## config.mk

```make
export PLATFORM = sky130hd
export DESIGN_NAME = ascii_ps2_tx
export DESIGN_NICKNAME = d
export VERILOG_FILES = /design/src/rtl/ascii_ps2_tx.sv
export SDC_FILE = /design/constraint.sdc
export NUM_CORES = 1
export LEC_CHECK = 0
export BUFFER_PORTS_ARGS = -buffer_cell sky130_fd_sc_hd__buf_2
export CORE_ASPECT_RATIO = 0.7
export CORE_MARGIN = 4
export CORE_UTILIZATION = 30
export CTS_BUF_LIST = sky130_fd_sc_hd__clkbuf_8 sky130_fd_sc_hd__clkbuf_16
export DETAILED_ROUTE_END_ITERATION = 7
export PLACE_DENSITY = 0.46
export SLEW_MARGIN = 20
export SYNTH_ARGS = -nofsm -noshare
export SYNTH_HDL_FRONTEND = slang
export SYNTH_SLANG_ARGS = --single-unit
export TNS_END_PERCENT = 50
```

## constraint.sdc

```tcl
create_clock -name clk -period 8 [get_ports clk]
set_input_delay 0.8 -clock clk [delete_from_list [all_inputs] [get_ports clk]]
set_output_delay 0.8 -clock clk [all_outputs]
set_load 0.02 [all_outputs]
```

## src/rtl/ascii_ps2_tx.sv

```systemverilog
// PS/2 keyboard emulator: turns one ASCII character into a set-2 make code,
// a break prefix and the make code again, driven as three 11-bit PS/2 frames.
module ascii_ps2_tx #(
    parameter int CLK_DIV    = 2500,
    parameter int GAP_CYCLES = 1000
) (
    input  logic       clk,
    input  logic       reset,
    input  logic [7:0] ascii_code,
    input  logic       start,
    output logic       ps2c,
    output logic       ps2d,
    output logic       busy,
    output logic       done,
    output logic       err
);

    localparam int CELL    = 2 * CLK_DIV;
    localparam int CNT_MAX = (CELL > GAP_CYCLES) ? CELL : GAP_CYCLES;
    localparam int CW      = $clog2(CNT_MAX + 1);

    localparam logic [CW-1:0] CELL_LAST = CW'(CELL - 1);
    localparam logic [CW-1:0] GAP_LAST  = CW'(GAP_CYCLES - 1);
    localparam logic [CW-1:0] HALF      = CW'(CLK_DIV);

    typedef enum logic [1:0] {IDLE, SEND, GAP, DONE} state_t;

    state_t        state, state_n;
    logic [CW-1:0] cnt, cnt_n;
    logic [3:0]    bit_idx, bit_n;
    logic [1:0]    frame_idx, frame_n;
    logic [7:0]    code, code_n;
    logic          err_n;
    logic [8:0]    lookup;
    logic [7:0]    cur_byte;
    logic [10:0]   frame_bits;

    // Returns {mapped, make_code}; lowercase letters fold onto uppercase.
    function automatic logic [8:0] make_code(input logic [7:0] a);
        logic [7:0] u;
        logic [8:0] r;
        u = (a >= 8'h61 && a <= 8'h7A) ? a - 8'h20 : a;
        r = {1'b1, 8'h00};
        case (u)
            8'h30: r[7:0] = 8'h45;  8'h31: r[7:0] = 8'h16;  8'h32: r[7:0] = 8'h1E;
            8'h33: r[7:0] = 8'h26;  8'h34: r[7:0] = 8'h25;  8'h35: r[7:0] = 8'h2E;
            8'h36: r[7:0] = 8'h36;  8'h37: r[7:0] = 8'h3D;  8'h38: r[7:0] = 8'h3E;
            8'h39: r[7:0] = 8'h46;
            8'h41: r[7:0] = 8'h1C;  8'h42: r[7:0] = 8'h32;  8'h43: r[7:0] = 8'h21;
            8'h44: r[7:0] = 8'h23;  8'h45: r[7:0] = 8'h24;  8'h46: r[7:0] = 8'h2B;
            8'h47: r[7:0] = 8'h34;  8'h48: r[7:0] = 8'h33;  8'h49: r[7:0] = 8'h43;
            8'h4A: r[7:0] = 8'h3B;  8'h4B: r[7:0] = 8'h42;  8'h4C: r[7:0] = 8'h4B;
            8'h4D: r[7:0] = 8'h3A;  8'h4E: r[7:0] = 8'h31;  8'h4F: r[7:0] = 8'h44;
            8'h50: r[7:0] = 8'h4D;  8'h51: r[7:0] = 8'h15;  8'h52: r[7:0] = 8'h2D;
            8'h53: r[7:0] = 8'h1B;  8'h54: r[7:0] = 8'h2C;  8'h55: r[7:0] = 8'h3C;
            8'h56: r[7:0] = 8'h2A;  8'h57: r[7:0] = 8'h1D;  8'h58: r[7:0] = 8'h22;
            8'h59: r[7:0] = 8'h35;  8'h5A: r[7:0] = 8'h1A;
            8'h60: r[7:0] = 8'h0E;  8'h2D: r[7:0] = 8'h4E;  8'h3D: r[7:0] = 8'h55;
            8'h5B: r[7:0] = 8'h54;  8'h5D: r[7:0] = 8'h5B;  8'h5C: r[7:0] = 8'h5D;
            8'h3B: r[7:0] = 8'h4C;  8'h27: r[7:0] = 8'h52;  8'h2C: r[7:0] = 8'h41;
            8'h2E: r[7:0] = 8'h49;  8'h2F: r[7:0] = 8'h4A;  8'h20: r[7:0] = 8'h29;
            8'h0D: r[7:0] = 8'h5A;  8'h08: r[7:0] = 8'h66;
            default: r = 9'h000;
        endcase
        return r;
    endfunction

    assign lookup     = make_code(ascii_code);
    assign cur_byte   = (frame_idx == 2'd1) ? 8'hF0 : code;
    // Stop, odd parity, data LSB first, start -- index 0 goes out first.
    assign frame_bits = {1'b1, ~^cur_byte, cur_byte, 1'b0};

    // NOTE: registers use non-blocking assignments so every flop samples the
    // pre-edge values; blocking here would create order-dependent races.
    always_ff @(posedge clk) begin
        if (reset) begin
            state     <= IDLE;
            cnt       <= '0;
            bit_idx   <= '0;
            frame_idx <= '0;
            code      <= '0;
            err       <= 1'b0;
        end else begin
            state     <= state_n;
            cnt       <= cnt_n;
            bit_idx   <= bit_n;
            frame_idx <= frame_n;
            code      <= code_n;
            err       <= err_n;
        end
    end

    // NOTE: every output of this block gets a default first, so no path can
    // leave a signal unassigned and infer a latch.
    always_comb begin
        state_n = state;
        cnt_n   = cnt;
        bit_n   = bit_idx;
        frame_n = frame_idx;
        code_n  = code;
        err_n   = 1'b0;
        ps2c    = 1'b1;
        ps2d    = 1'b1;
        busy    = 1'b0;
        done    = 1'b0;

        case (state)
            IDLE, DONE: begin
                done    = (state == DONE);
                state_n = IDLE;
                if (start) begin
                    if (lookup[8]) begin
                        state_n = SEND;
                        code_n  = lookup[7:0];
                        cnt_n   = '0;
                        bit_n   = '0;
                        frame_n = '0;
                    end else begin
                        err_n = 1'b1;
                    end
                end
            end

            SEND: begin
                busy = 1'b1;
                ps2c = (cnt < HALF);
                ps2d = frame_bits[bit_idx];
                if (cnt == CELL_LAST) begin
                    cnt_n = '0;
                    if (bit_idx == 4'd10) begin
                        bit_n = '0;
                        if (frame_idx == 2'd2) begin
                            state_n = DONE;
                        end else begin
                            frame_n = frame_idx + 2'd1;
                            state_n = (GAP_CYCLES > 0) ? GAP : SEND;
                        end
                    end else begin
                        bit_n = bit_idx + 4'd1;
                    end
                end else begin
                    cnt_n = cnt + 1'b1;
                end
            end

            GAP: begin
                busy = 1'b1;
                if (cnt == GAP_LAST) begin
                    cnt_n   = '0;
                    state_n = SEND;
                end else begin
                    cnt_n = cnt + 1'b1;
                end
            end

            default: state_n = IDLE;
        endcase
    end

endmodule

```

Word level (Yosys, flattened, before mapping)
Cells that the tools add are included.
Cells by class
  multiplexer cells: 34
  eq/ne operators: 64
  shifts and indexed selects: 0
  bitwise gates (word level): 2
  reductions and logical operators: 13
  order comparisons: 4
  add/subtract/negate cells: 4
  divide/modulo/power cells: 0
  multipliers: 0
Operator list (count)
  case mux 7 bit (50 select lines): 1
  == test 8 x 7 -> 1 bit (second input constant): 30
  == test 8 x 6 -> 1 bit (second input constant): 18
  two-way mux 13 bit: 4
  OR reduction 50 bit: 1
  case mux 13 bit (3 select lines): 1
  == test 8 x 4 -> 1 bit (second input constant): 2
  two-way mux 2 bit: 8
  two-way mux 4 bit: 4
  two-way mux 8 bit: 2
  adder 13 x 1 -> 13 bit (second input constant): 1
  == test 13 x 10 -> 1 bit (second input constant): 1
  == test 13 bit (second input constant): 1
  less-than comparator 13 x 12 -> 1 bit (second input constant): 1
  inequality test 2 bit (second input constant): 6
  two-way mux 1 bit: 10
  greater-or-equal comparator 8 x 7 -> 1 bit (second input constant): 1
  less-or-equal comparator 8 x 7 -> 1 bit (second input constant): 1
  case mux 4 bit (2 select lines): 1
  XNOR reduction 8 bit: 1
  subtractor 8 x 6 -> 8 bit (second input constant): 1
  == test 2 bit (second input constant): 3
  case mux 2 bit (3 select lines): 1
  AND reduction 3 bit: 2
  other kinds (16): 19
Word-level totals
  memory bits (writable): 0
  bits in read-only memories: 0
  memories kept: 0
  word-level logic and storage cells: 127
  register bits after elaboration: 30
  bits in latches: 0

Logic depth before layout (Yosys ltp)
Gate-level depths: netlist (run 1).
  word-level depth: 9
  gate-level depth with buffers: 13

Least setup slack after synthesis (run 1)
Ideal clock, no wire load.
  kind: input to register
  from: input ascii_code[5]
  to: register bit_idx[2]
  required time: 7883 ps
  slack: 4452 ps
  cell stages on the path: 12
  arrival: 3431 ps
  buffers on the path: 2
  cells stage by stage: clkbuf_1 -> inv_1 -> ha_1 -> o21a_1 -> or3b_1 -> buf_2 -> or2_1 -> o2111ai_2 -> nor3_2 -> a31oi_4 -> o211ai_1 -> a32o_1
Between the ends
  word-level cells in the longest chain between the ends: 8
Ends and longest elaborated chain
  start: declaration: line 9  | input logic [7:0] ascii_code,
  greater-or-equal comparator 8 x 7 -> 1 bit or less-or-equal comparator 8 x 7 -> 1 bit (tied branches): line 42  | u = (a >= 8'h61 && a <= 8'h7A) ? a - 8'h20 : a;
  logical AND 1 bit: line 42
  two-way mux 8 bit (*): line 42
  == test 8 x 4 -> 1 bit, or another cell as far along: line 44  | case (u)
  OR reduction 50 bit (no source line) (*)
  two-way mux 1 bit (*): line 44
  inequality test 2 bit (no source line) (*)
  AND reduction 4 bit (no source line) (*)
  end signal: assignment: line 86  | bit_idx <= bit_n;
  end: declaration: line 30  | logic [3:0] bit_idx, bit_n;
Mark *: on every way between the ends. The rest lies on a longest branch, timed or not.
A chain may end at the register's enable or synchronous reset.

Worst setup path in the final report (run 1)
Ends and elaborated chain as after synthesis.

==> summary.txt, run 1 <==
Status
  – Status: complete, no violations

Drt
  – Initial DRT Pass Iterations: 6
  – Drt total wl: 9600 um
  – DRT antenna net count: 0
  – Via count: 3399
  – Residual DRC: 0
  – DR WL/cell: 17.5 um
  – Initial DRC count: around 610
  – Drt via density: roughly 6.2

Power and ir drop
  – Final Total Pwr: roughly 0.45 mW
  – LEAKAGE: approximately 1.1 nW
  – Peak VDD IR: 58.2 uV
  – Cell area power density: 137 mW/mm^2

Yosys
  – #FFs+latches synth: 29
  – Prevailing post-synth register cell: dfxtp_1
  – Yosys Warn Count: 0
  – Ranking of synthesized cells by area: dfxtp_1 (19%), nand2_1 (5.1%), nor2_1 (4.6%), a21oi_1 (3.9%), o21ai_0 (3.7%)
  – Synthesized area per cell: around 7 sq um
  – Top-area cell type share of the netlist area: 0.189
  – Synthesized instance count: between 400 and 500
  – Post-synth ARST share: 0
  – Mapped Area: approximately 0.0031 sq mm
  – Post-synthesis sequential area ratio: 0.189
  – Post-synth EDFFs: 0
  – Mapped Nets: approximately 450
  – Netlist cell types: 72
  – Leading area contributor after synthesis: dfxtp_1

Timing
  – Setup TNS: 0 ps
  – Post-layout min period: between 3000 and 4000 ps
  – Fin Clk Skew: around 2.7 ps
  – Final hold vios: 0
  – Worst-Margin Slew: between 700 and 800 ps
  – Achievable Freq: ~0.26 GHz
  – RSZ-0062 raised after global routing: no
  – Worst Setup Slack, final: between 4000 and 5000 ps
  – Period utilisation layout: 0.480
  – Setup Viol. Count Final: 0
  – Hold_ws: around 520 ps
  – Max-slew headroom: 0.506
  – Max-slew violation count: 0

Critical path
  – CP bufs+invs: 2
  – Startpoint types: input port
  – Cell chain of the critical path: buf_2 > inv_1 > ha_1 > o21a_1 > or3b_1 > or2_1 > o2111ai_2 > nor3_2 > a31oi_4 > o211ai_1 > a32o_1
  – Setup crit start: ascii_code[5]
  – Crit-path leading delay family: compound AO/OA/AOI/OAI gates
  – Setup crit end kind: register
  – Slowest stage cell, crit path: a31oi_4
  – Max FO, Critical Path: 19
  – Reg2Reg Launch Point: cnt[0]$_SDFFE_PP0P_
  – Reg2reg setup slack: roughly 5100 ps
  – CP required: between 8000 and 9000 ps
  – Critical setup path kind: in -> reg
  – Worst path max stage delay: 530 ps
  – Reg2Reg Depth: 10
  – Reg2reg end: cnt[10]$_SDFFE_PP0P_
  – Worst EP arrival: 4010 ps

Clock tree
  – CTS clk-pin slew, worst paths: approximately 50 ps
  – Clk_lat worst skew: between 200 and 300 ps
  – Total CTS buffers: 5
  – # Post-CTS Setup Buffers: 0
  – Max clock buf depth: 2
  – CTS tree: yes
  – Root buffer cell: clkbuf_16
  – H-tree depth: 2
  – Clk sinks: 29
  – Post-CTS sizing: 0
  – Hold buffers post-CTS: 0

Global route
  – Global-route wire length before repair: between 15000 and 20000 um
  – Vias in the first global route: roughly 2.9k
  – Largest net degree at the start of global routing: 42
  – GRT Total Usage: 0.160
  – Remaining global-route overflow: 0
  – Initial antenna violation count: 0

Floorplan
  – Row Count: 30
  – # IOs: 16
  – Core area: just under 0.01 sq mm
  – Die area: around 0.012 sq mm
  – Starting Density: 0.313
  – Chip height: 92.7 um
  – DIE WIDTH: 129 um

Placed design
  – Cell count after placement: around 540
  – Pre-CTS setup slack: 3900 ps
  – GPL Wtd Cong: 0.913
  – Port Buffers: 15
  – Post-DP HPWL: 6760 um

Min path
  – Hold Path Cell Cnt: 2
  – Hold Crit Class: reg -> reg
  – Min-delay src: code[1]$_SDFFE_PP0P_
  – Hold Path End: code[1]$_SDFFE_PP0P_

Cells and area
  – Non-filler cells, final: around 550
  – Area grow syn2layout: 7.12%
  – Fraction of layout cells with a size suffix above 1: 0.0833
  – Ant diodes: 0
  – Final Net Count: 440

Job
  – Max_cap viols: 0
-- worst max-delay path by stage --
stage                                          to  depth (start not counted)
after global placement    bit_idx[2]$_SDFFE_PP0P_                         11
after CTS                 bit_idx[2]$_SDFFE_PP0P_                         11
after global routing      bit_idx[2]$_SDFFE_PP0P_                         11
after floorplan           bit_idx[2]$_SDFFE_PP0P_                         12
after detailed placement  bit_idx[2]$_SDFFE_PP0P_                         11
final                     bit_idx[2]$_SDFFE_PP0P_                         11
-- per-layer routing --
layer	wire [um]	vias up	GRT usage
li1	-	1628	-
met3	1060	21	0.0513
met1	4560	1566	0.248
met2	3850	184	0.205
met4	130	0	0.0411
met5	0	-	0
-- layout by cell type, fill, tap and decap left out, types with 9 or more instances in the layout --
cell,n
a21oi_1,24
a311oi_1,12
a31oi_1,13
and3_1,10
buf_2,15
dfxtp_1,29
ha_1,9
inv_1,14
nand2_1,42
nand2b_1,14
nand3_1,19
nor2_1,38
nor2b_1,9
nor3_1,16
o21ai_0,23
o22ai_1,9
-- flip-flops by register name, summed over array words and instances, names as in the netlist --
name	cells
bit_idx	4
cnt	13
code	7
err	1
frame_idx	2
state	2
-- area by class of cell --
| class | count | area, sq um |
|---|---|---|
| Clock inverter | 1 | 3.75 |
| Sequential cell | 29 | 581 |
| Fill cell | 1070 | 6540 |
| Multi-Input combinational cell | 353 | 2260 |
| Timing Repair Buffer | 18 | 97.6 |
| Clock buffer | 6 | 139 |
| Tap cell | 128 | 160 |
| Inverter | 13 | 48.8 |
-- power breakdown --
part,leakage [nW],internal (mW),switching (mW)
clock network,0.0741,0.120,0.0629
registers,0.235,0.149,0.00419
logic,0.750,0.0365,0.0762
total,1.06,0.306,0.143
-- worst min-delay path, stage by stage, from the launching register on --
cell and delay [ps]:
dfxtp_1 320, nor2_1 100, a211oi_1 50
-- through the flow --
step / area (sq um) / util
floorplan: 3070 / -
global placement: 3150 / 0.320
detailed placement: 3150 / 0.320
CTS: 3290 / 0.335
global route: 3290 / 0.335
finish: 3290 / 0.335
-- cells in the mapped netlist, types with 10 or more instances --
| cell | number |
|---|---|
| nand3_1 | 19 |
| nand2_1 | 42 |
| dfxtp_1 | 29 |
| o21ai_0 | 23 |
| buf_2 | 16 |
| a31oi_1 | 13 |
| a21oi_1 | 24 |
| a311oi_1 | 12 |
| nand2b_1 | 14 |
| clkbuf_1 | 13 |
| nor2_1 | 38 |
| nor3_1 | 16 |
| and3_1 | 10 |
| inv_1 | 13 |
-- kinds of logic (layout without fill, tap and decap cells) --
logic type	Yosys count	count (layout)	share of synthesized area
AO/OA/AOI/OAI	147	147	0.342
flip-flops	29	29	0.189
XOR/XNOR	8	8	0.0228
adder cells (fa/ha/maj)	9	9	0.0366
AND/OR/NAND/NOR	187	187	0.328
buffers and inverters	50	38	0.0749
multiplexers	2	2	0.00651
(Power assumes the default switching activity.)
==> inputs of run 2 (changes only) <==
--- a/config.mk
+++ b/config.mk
@@ -5,6 +5,7 @@
 export SDC_FILE = /design/constraint.sdc
 export NUM_CORES = 1
 export LEC_CHECK = 0
+export ABC_AREA = 1
 export BUFFER_PORTS_ARGS = -buffer_cell sky130_fd_sc_hd__buf_2
 export CORE_ASPECT_RATIO = 0.7
 export CORE_MARGIN = 4
==> constraint.sdc (replaced) <==
create_clock -name clk -period 3.9 [get_ports clk]
set_input_delay 0.39 -clock clk [delete_from_list [all_inputs] [get_ports clk]]
set_output_delay 0.39 -clock clk [all_outputs]
set_load 0.02 [all_outputs]
==> summary.txt, run 2 <==
Global route
  – Largest net degree at the start of global routing: 23 (-45%)
  – Vias in the first global route: 2964 (+3.2%)
  – Remaining global-route overflow: 0 (unchanged)
  – Initial antenna violation count: 0 (unchanged)
  – GRT Total Usage: 0.149 (-0.0108)
  – Global-route wire length before repair: 14400 um (-7.1%)

Critical path
  – Reg2reg setup slack: 1500 ps (-3580 ps)
  – CP endpoint: code[1]$_SDFFE_PP0P_
  – Setup crit end kind: register
  – Reg2Reg Launch Point: state[0]$_SDFFE_PP0P_
  – Setup crit start: ascii_code[3]
  – Reg2Reg Depth: 9 (-1)
  – CP required: 4040 ps (-4130 ps)
  – Max FO, Critical Path: 14 (-5)
  – Critical setup path kind: in -> reg
  – Reg2reg end: cnt[9]$_SDFFE_PP0P_
  – Worst EP arrival: 3020 ps (-990 ps)
  – Startpoint types: input port

Yosys
  – #FFs+latches synth: 29 (unchanged)
  – Yosys Warn Count: 0 (unchanged)
  – Top-area cell type share of the netlist area: 0.196 (+0.00760)
  – Synth top cells by count: nand2_1 (112), nor2_1 (65), inv_1 (61)
  – Leading area contributor after synthesis: dfxtp_1
  – Netlist cell types: 41 (-43%)
  – Post-synth ARST share: 0 (unchanged)
  – Ranking of synthesized cells by area: dfxtp_1 (20%), nand2_1 (14%), nor2_1 (8.3%), nand3_1 (8.1%), inv_1 (7.7%)
  – Most frequent cell after synthesis: nand2_1
  – Post-synthesis sequential area ratio: 0.196 (+0.00760)
  – Post-synth EDFFs: 0 (unchanged)
  – Prevailing post-synth register cell: dfxtp_1
  – Mapped Nets: 517 (+14%)
  – Synthesized instance count: 497 (+15%)
  – Mapped Area: 0.00296 sq mm (-3.9%)
  – Synthesized area per cell: 5.95 sq um (-16%)

Power and ir drop
  – Peak VDD IR: 167 uV (+190%)
  – Final Total Pwr: 1.14 mW (+150%)
  – Flop pwr share: 0.302 (-0.040)
  – Cell-internal power: 0.696 mW (+130%)
  – Net Sw Frac: 0.391 (+0.0721)
  – Psw: 0.446 mW (+210%)
  – Cell area power density: 348 mW/mm^2 (+150%)
  – Gate power share: 0.365 (+0.114)
  – Clock share of power: 0.333 (-0.075)
  – LEAKAGE: 1.52 nW (+43%)

Timing
  – Period utilisation layout: 0.738
  – Setup TNS: 0 ps (unchanged)
  – Max-slew violation count: 0 (unchanged)
  – Fin Clk Skew: 4.07 ps (+1.40 ps)
  – Achievable Freq: 0.347 GHz
  – Max-slew headroom: 0.492 (-0.0148)
  – RSZ-0062 raised after global routing: no
  – Final hold vios: 0 (unchanged)
  – Post-layout min period: 2880 ps
  – Setup Viol. Count Final: 0 (unchanged)
  – Worst-Margin Slew: 760 ps (+19.4 ps)

Clock tree
  – Total CTS buffers: 5 (unchanged)
  – CTS tree: yes
  – Hold buffers post-CTS: 0 (unchanged)
  – # Post-CTS Setup Buffers: 0 (unchanged)
  – Max clock buf depth: 2 (unchanged)
  – CTS clk-pin slew, worst paths: 50 ps (about the same)
  – H-tree depth: 2 (unchanged)
  – Clk_lat worst skew: 280 ps (about the same)
  – Post-CTS sizing: 0 (unchanged)
  – Root buffer cell: clkbuf_16
  – Clk sinks: 29 (unchanged)

Job
  – Max_cap viols: 0 (unchanged)

Drt
  – Initial DRT Pass Iterations: 4 (-2)
  – DRT antenna net count: 0 (unchanged)
  – Via count: 3302 (-2.9%)
  – Drt via density: 5.17 (-17%)
  – Residual DRC: 0 (unchanged)
  – Drt total wl: 8460 um (-12%)
  – Initial DRC count: 379 (-38%)
  – DR WL/cell: 13.2 um (-24%)

Cells and area
  – Ant diodes: 0 (unchanged)
  – Largest regs: cnt x13, code x7, bit_idx x4
  – Util after Layout: 0.341 (+0.00574)
  – Max FFs per register: 13 (unchanged)
  – Commonest non-fill, non-tap cell in the layout: nand2_1
  – Largest Register: cnt
  – Fraction of layout cells with a size suffix above 1: 0.133 (+0.0497)
  – Area grow syn2layout: 11.2%
  – Most frequent cells in the layout: nand2_1 (112), nor2_1 (65), inv_1 (62)
  – Final Net Count: 531 (+21%)

Floorplan
  – Starting Density: 0.306 (-0.00624)
  – # IOs: 16 (unchanged)
  – Core area: 0.00965 sq mm (-1.9%)
  – Die area: 0.0115 sq mm (-3.6%)
  – Row Count: 30 (unchanged)
  – Chip height: 91.0 um (-1.8%)
  – DIE WIDTH: 127 um (-1.8%)

Placed design
  – Port Buffers: 15 (unchanged)
  – Post-DP HPWL: 6550 um (-3.1%)
  – GPL Wtd Cong: 0.920 (+0.81%)

Min path
  – Hold Path Cell Cnt: 3 (+1)
  – Hold Crit Class: in -> reg
  – Min-delay src: start

Status
  – Status: complete, no violations
## run 2: changes by cell type in the layout (fill, tap and decap cells not counted), sizes merged, moves of 10 or more
cell	delta
inv	+52
nand2	+86
a31oi	-13
and3	-10
nand4	+16
nand3	+32
a311oi	-12
nand2b	-14
nor2	+35
## run 2: worst min-delay path by stage
stage | endpoint | slack [ps]
after floorplan | code[4]$_SDFFE_PP0P_ | 440
after global placement | code[3]$_SDFFE_PP0P_ | 460
after detailed placement | code[3]$_SDFFE_PP0P_ | 470
after CTS | err$_SDFF_PP0_ | 400
after global routing | err$_SDFF_PP0_ | 410
final | err$_SDFF_PP0_ | 400
## run 2: area by class of cell
class                   instances  area (sq um)
well taps                     128           160
repair buffers                 16          82.6
clock inverters                 1          3.75
clock buffers                   6           139
inverters                      65           244
flip-flops and latches         29           581
fillers                      1034          6360
multi-input cells             394          2080
## run 2: power by group through the flow
stage	Sequential [mW]	Combinational (mW)	Clock, mW
floorplan	0.349	0.333	0
global placement	0.352	0.423	0
detailed placement	0.351	0.417	0
CTS	0.345	0.418	0.393
global route	0.349	0.480	0.409
finish	0.345	0.417	0.380
## run 2: kinds of logic after synthesis
| group | count (synthesis) | share of synthesized area |
|---|---|---|
| xor+xnor | 8 | 0.0237 |
| simple gates | 290 | 0.453 |
| buf+inv | 74 | 0.101 |
| compound gates | 87 | 0.187 |
| flops | 29 | 0.196 |
| fa+ha+maj | 9 | 0.0381 |
## run 2: critical path: stages
cell and delay, ps:
buf_2 130, nor2_1 130, nand2_1 100, nand3_1 80, nand2_1 130, nand3_1 140, nand2_2 70, nor2_2 490
nand2_2 220, inv_2 240, nand2_1 130, nand2_1 100, nor2_1 50, nand2_1 90, nor2_4 60, nand2_2 160
nand2_2 150, nand2_1 100, a21oi_1 60
## run 2: routing by layer
layer	wire, um	share of wire	vias up	GRT usage
met1	4430	0.52	1465	0.235
met4	71	0.0084	0	0.0304
li1	-	-	1694	-
met5	0	0	-	0
met3	772	0.091	9	0.0423
met2	3180	0.38	134	0.195
## run 2: per-stage QoR
stage | setup slack [ps] | hold WS (ps) | instances | instance area, sq um
floorplan | 1610 | 441 | 497 | 2960
global placement | 695 | 460 | 632 | 3140
detailed placement | 798 | 465 | 632 | 3140
CTS | 1090 | 399 | 639 | 3290
global route | 732 | 409 | 639 | 3290
finish | 1020 | 401 | 639 | 3290
==> inputs of run 3 (changes only) <==
==> constraint.sdc (replaced) <==
create_clock -name clk -period 2.89 [get_ports clk]
set_input_delay 0.289 -clock clk [delete_from_list [all_inputs] [get_ports clk]]
set_output_delay 0.289 -clock clk [all_outputs]
set_load 0.02 [all_outputs]
==> summary.txt, run 3 (synthesis results as in run 2) <==
Critical path
  – Max FO, Critical Path: 8 (-6)
  – Crit-path leading delay family: XOR/XNOR gates
  – Most used cell, CP: xor2_1
  – Worst path max stage delay: 330 ps (-160 ps)
  – Cell chain of the critical path: inv_1 > ha_1 > or2_2 > xnor2_1 > xor2_1 > xor2_1 > o2bb2ai_1 > nand3_1 > o311ai_0 > buf_2
  – Setup crit end kind: primary output
  – CP required: 2600 ps (-1440 ps)
  – Slowest stage cell, crit path: dfxtp_1
  – CP bufs+invs: 2 (unchanged)
  – Critical setup path kind: reg -> out
  – Startpoint types: register
  – Worst EP arrival: 2350 ps (-670 ps)

Min path
  – Hold Crit Class: in -> reg

Cells and area
  – Fillcell total: 1049 (+1.5%)
  – Fraction of layout cells with a size suffix above 1: 0.164 (+0.0314)
  – Most frequent cells in the layout: nand2_1 (112), nor2_1 (65), inv_1 (61)
  – Storage cell area: 581 sq um (unchanged)
  – Commonest non-fill, non-tap cell in the layout: nand2_1
  – Ant diodes: 0 (unchanged)
  – Largest Register: cnt
  – Final Net Count: 548 (+3.2%)
  – Multi-input logic area: 0.00208 sq mm (unchanged)
  – Util after Layout: 0.354 (+0.0132)
  – Max FFs per register: 13 (unchanged)
  – Design area: 0.00341 sq mm (+3.9%)
  – Largest regs: cnt x13, code x7, bit_idx x4
  – Area grow syn2layout: 15.5%

Placed design
  – Pre-CTS setup slack: 137 ps (-661 ps)
  – Cell Area, Placed: 0.00327 sq mm (+4.1%)
  – Port Buffers: 15 (unchanged)
  – GPL Wtd Cong: 0.930 (+1.0%)
  – Post-DP HPWL: 7080 um (+8.1%)

Power and ir drop
  – Peak VDD IR: 208 uV (+24%)
  – Final Total Pwr: 1.57 mW (+37%)
  – LEAKAGE: 1.59 nW (+5.2%)
  – Cell area power density: 459 mW/mm^2 (+32%)

Drt
  – Residual DRC: 0 (unchanged)
  – Drt via density: 5.12 (-0.88%)
  – Initial DRT Pass Iterations: 6 (+2)
  – DR WL/cell: 13.8 um (+4.0%)
  – Drt total wl: 9050 um (+7.0%)
  – DRT antenna net count: 0 (unchanged)
  – Via count: 3365 (+1.9%)
  – Initial DRC count: 374 (-1.3%)

Timing
  – Period utilisation layout: 0.914
  – RSZ-0062 raised after global routing: no
  – Worst-Margin Slew: 607 ps (-152 ps)
  – Achievable Freq: 0.378 GHz
  – Post-layout min period: approximately 2600 ps
  – Max-slew violation count: 0 (unchanged)
  – Final hold vios: 0 (unchanged)
  – Setup TNS: 0 ps (unchanged)
  – Worst Setup Slack, final: 247 ps (-773 ps)
  – Fin Clk Skew: 1.54 ps (-2.53 ps)
  – Max-slew headroom: 0.594 (+0.102)
  – Setup Viol. Count Final: 0 (unchanged)

Floorplan
  – DIE WIDTH: 127 um (unchanged)
  – # IOs: 16 (unchanged)
  – Chip height: 91.0 um (unchanged)
  – Starting Density: 0.306 (unchanged)
  – Row Count: 30 (unchanged)
  – Die area: 0.0115 sq mm (unchanged)
  – Core area: 0.00965 sq mm (unchanged)

Clock tree
  – Clk_lat worst skew: 280 ps (about the same)
  – CTS clk-pin slew, worst paths: 50 ps (about the same)
  – Post-CTS sizing: 0 (unchanged)
  – CTS tree: yes
  – H-tree depth: 2 (unchanged)
  – Clk sinks: 29 (unchanged)
  – # Post-CTS Setup Buffers: 0 (unchanged)
  – Root buffer cell: clkbuf_16
  – Hold buffers post-CTS: 0 (unchanged)
  – Max clock buf depth: 2 (unchanged)
  – Total CTS buffers: 5 (unchanged)

Global route
  – Global-route wire length before repair: 14900 um (+3.3%)
  – Remaining global-route overflow: 0 (unchanged)
  – Largest net degree at the start of global routing: 23 (unchanged)
  – Vias in the first global route: 2981 (+0.57%)
  – Initial antenna violation count: 0 (unchanged)
  – GRT Total Usage: 0.158 (+0.00889)

Job
  – Max_cap viols: 0 (unchanged)

Status
  – Status: complete, no violations
[run 3: cell count changes in the layout (fill, tap and decap cells not counted)]
cell | before | now
buf_4 | 1 | 18
clkinv_2 | 0 | 2
clkinvlp_4 | 0 | 1
inv_1 | 62 | 61
clkbuf_8 | 1 | 0
[run 3: worst paths after layout]
check,start,cells after the start,slack [ps],endpoint
setup / recovery,frame_idx[1]$_SDFFE_PP0P_,10,250,ps2d
setup reg to reg,cnt[0]$_SDFFE_PP0P_,11,670,frame_idx[1]$_SDFFE_PP0P_
hold reg to reg,code[1]$_SDFFE_PP0P_,2,460,code[1]$_SDFFE_PP0P_
hold / removal,start,3,290,err$_SDFF_PP0_
[run 3: area by class of cell]
cell class              count  area share
clock inverters             3     0.00513
flip-flops and latches     29       0.170
multi-input cells         394       0.608
well taps                 128      0.0469
clock buffers               5      0.0367
inverters                  65      0.0715
repair buffers             33      0.0616
[run 3: per-stage QoR]
stage	hold WS, ps	cells
2_1_floorplan	441	497
3_3_place_gp	458	649
3_5_place_dp	457	649
4_1_cts	281	657
5_1_grt	296	657
6_report	288	657
[run 3: metal layers]
layer	vias to the layer above	part of all wire	global-route usage	wire length, um
met5	-	0	0	0
met1	1485	0.51	0.249	4630
li1	1720	-	-	-
met2	146	0.37	0.195	3390
met3	14	0.10	0.0494	916
met4	0	0.012	0.0500	109
[run 3: worst reg2reg max path: cells and delay by family, from the launching register on]
family	cells	cell delay [ps]
compound gates	2	580
fa+ha+maj	1	180
simple gates	7	980
buf+inv	1	30
flops	1	380
[run 3: power breakdown]
part	switching [mW]	internal, mW
Combinational	0.402	0.184
Clock	0.197	0.315
Sequential	0.0326	0.434
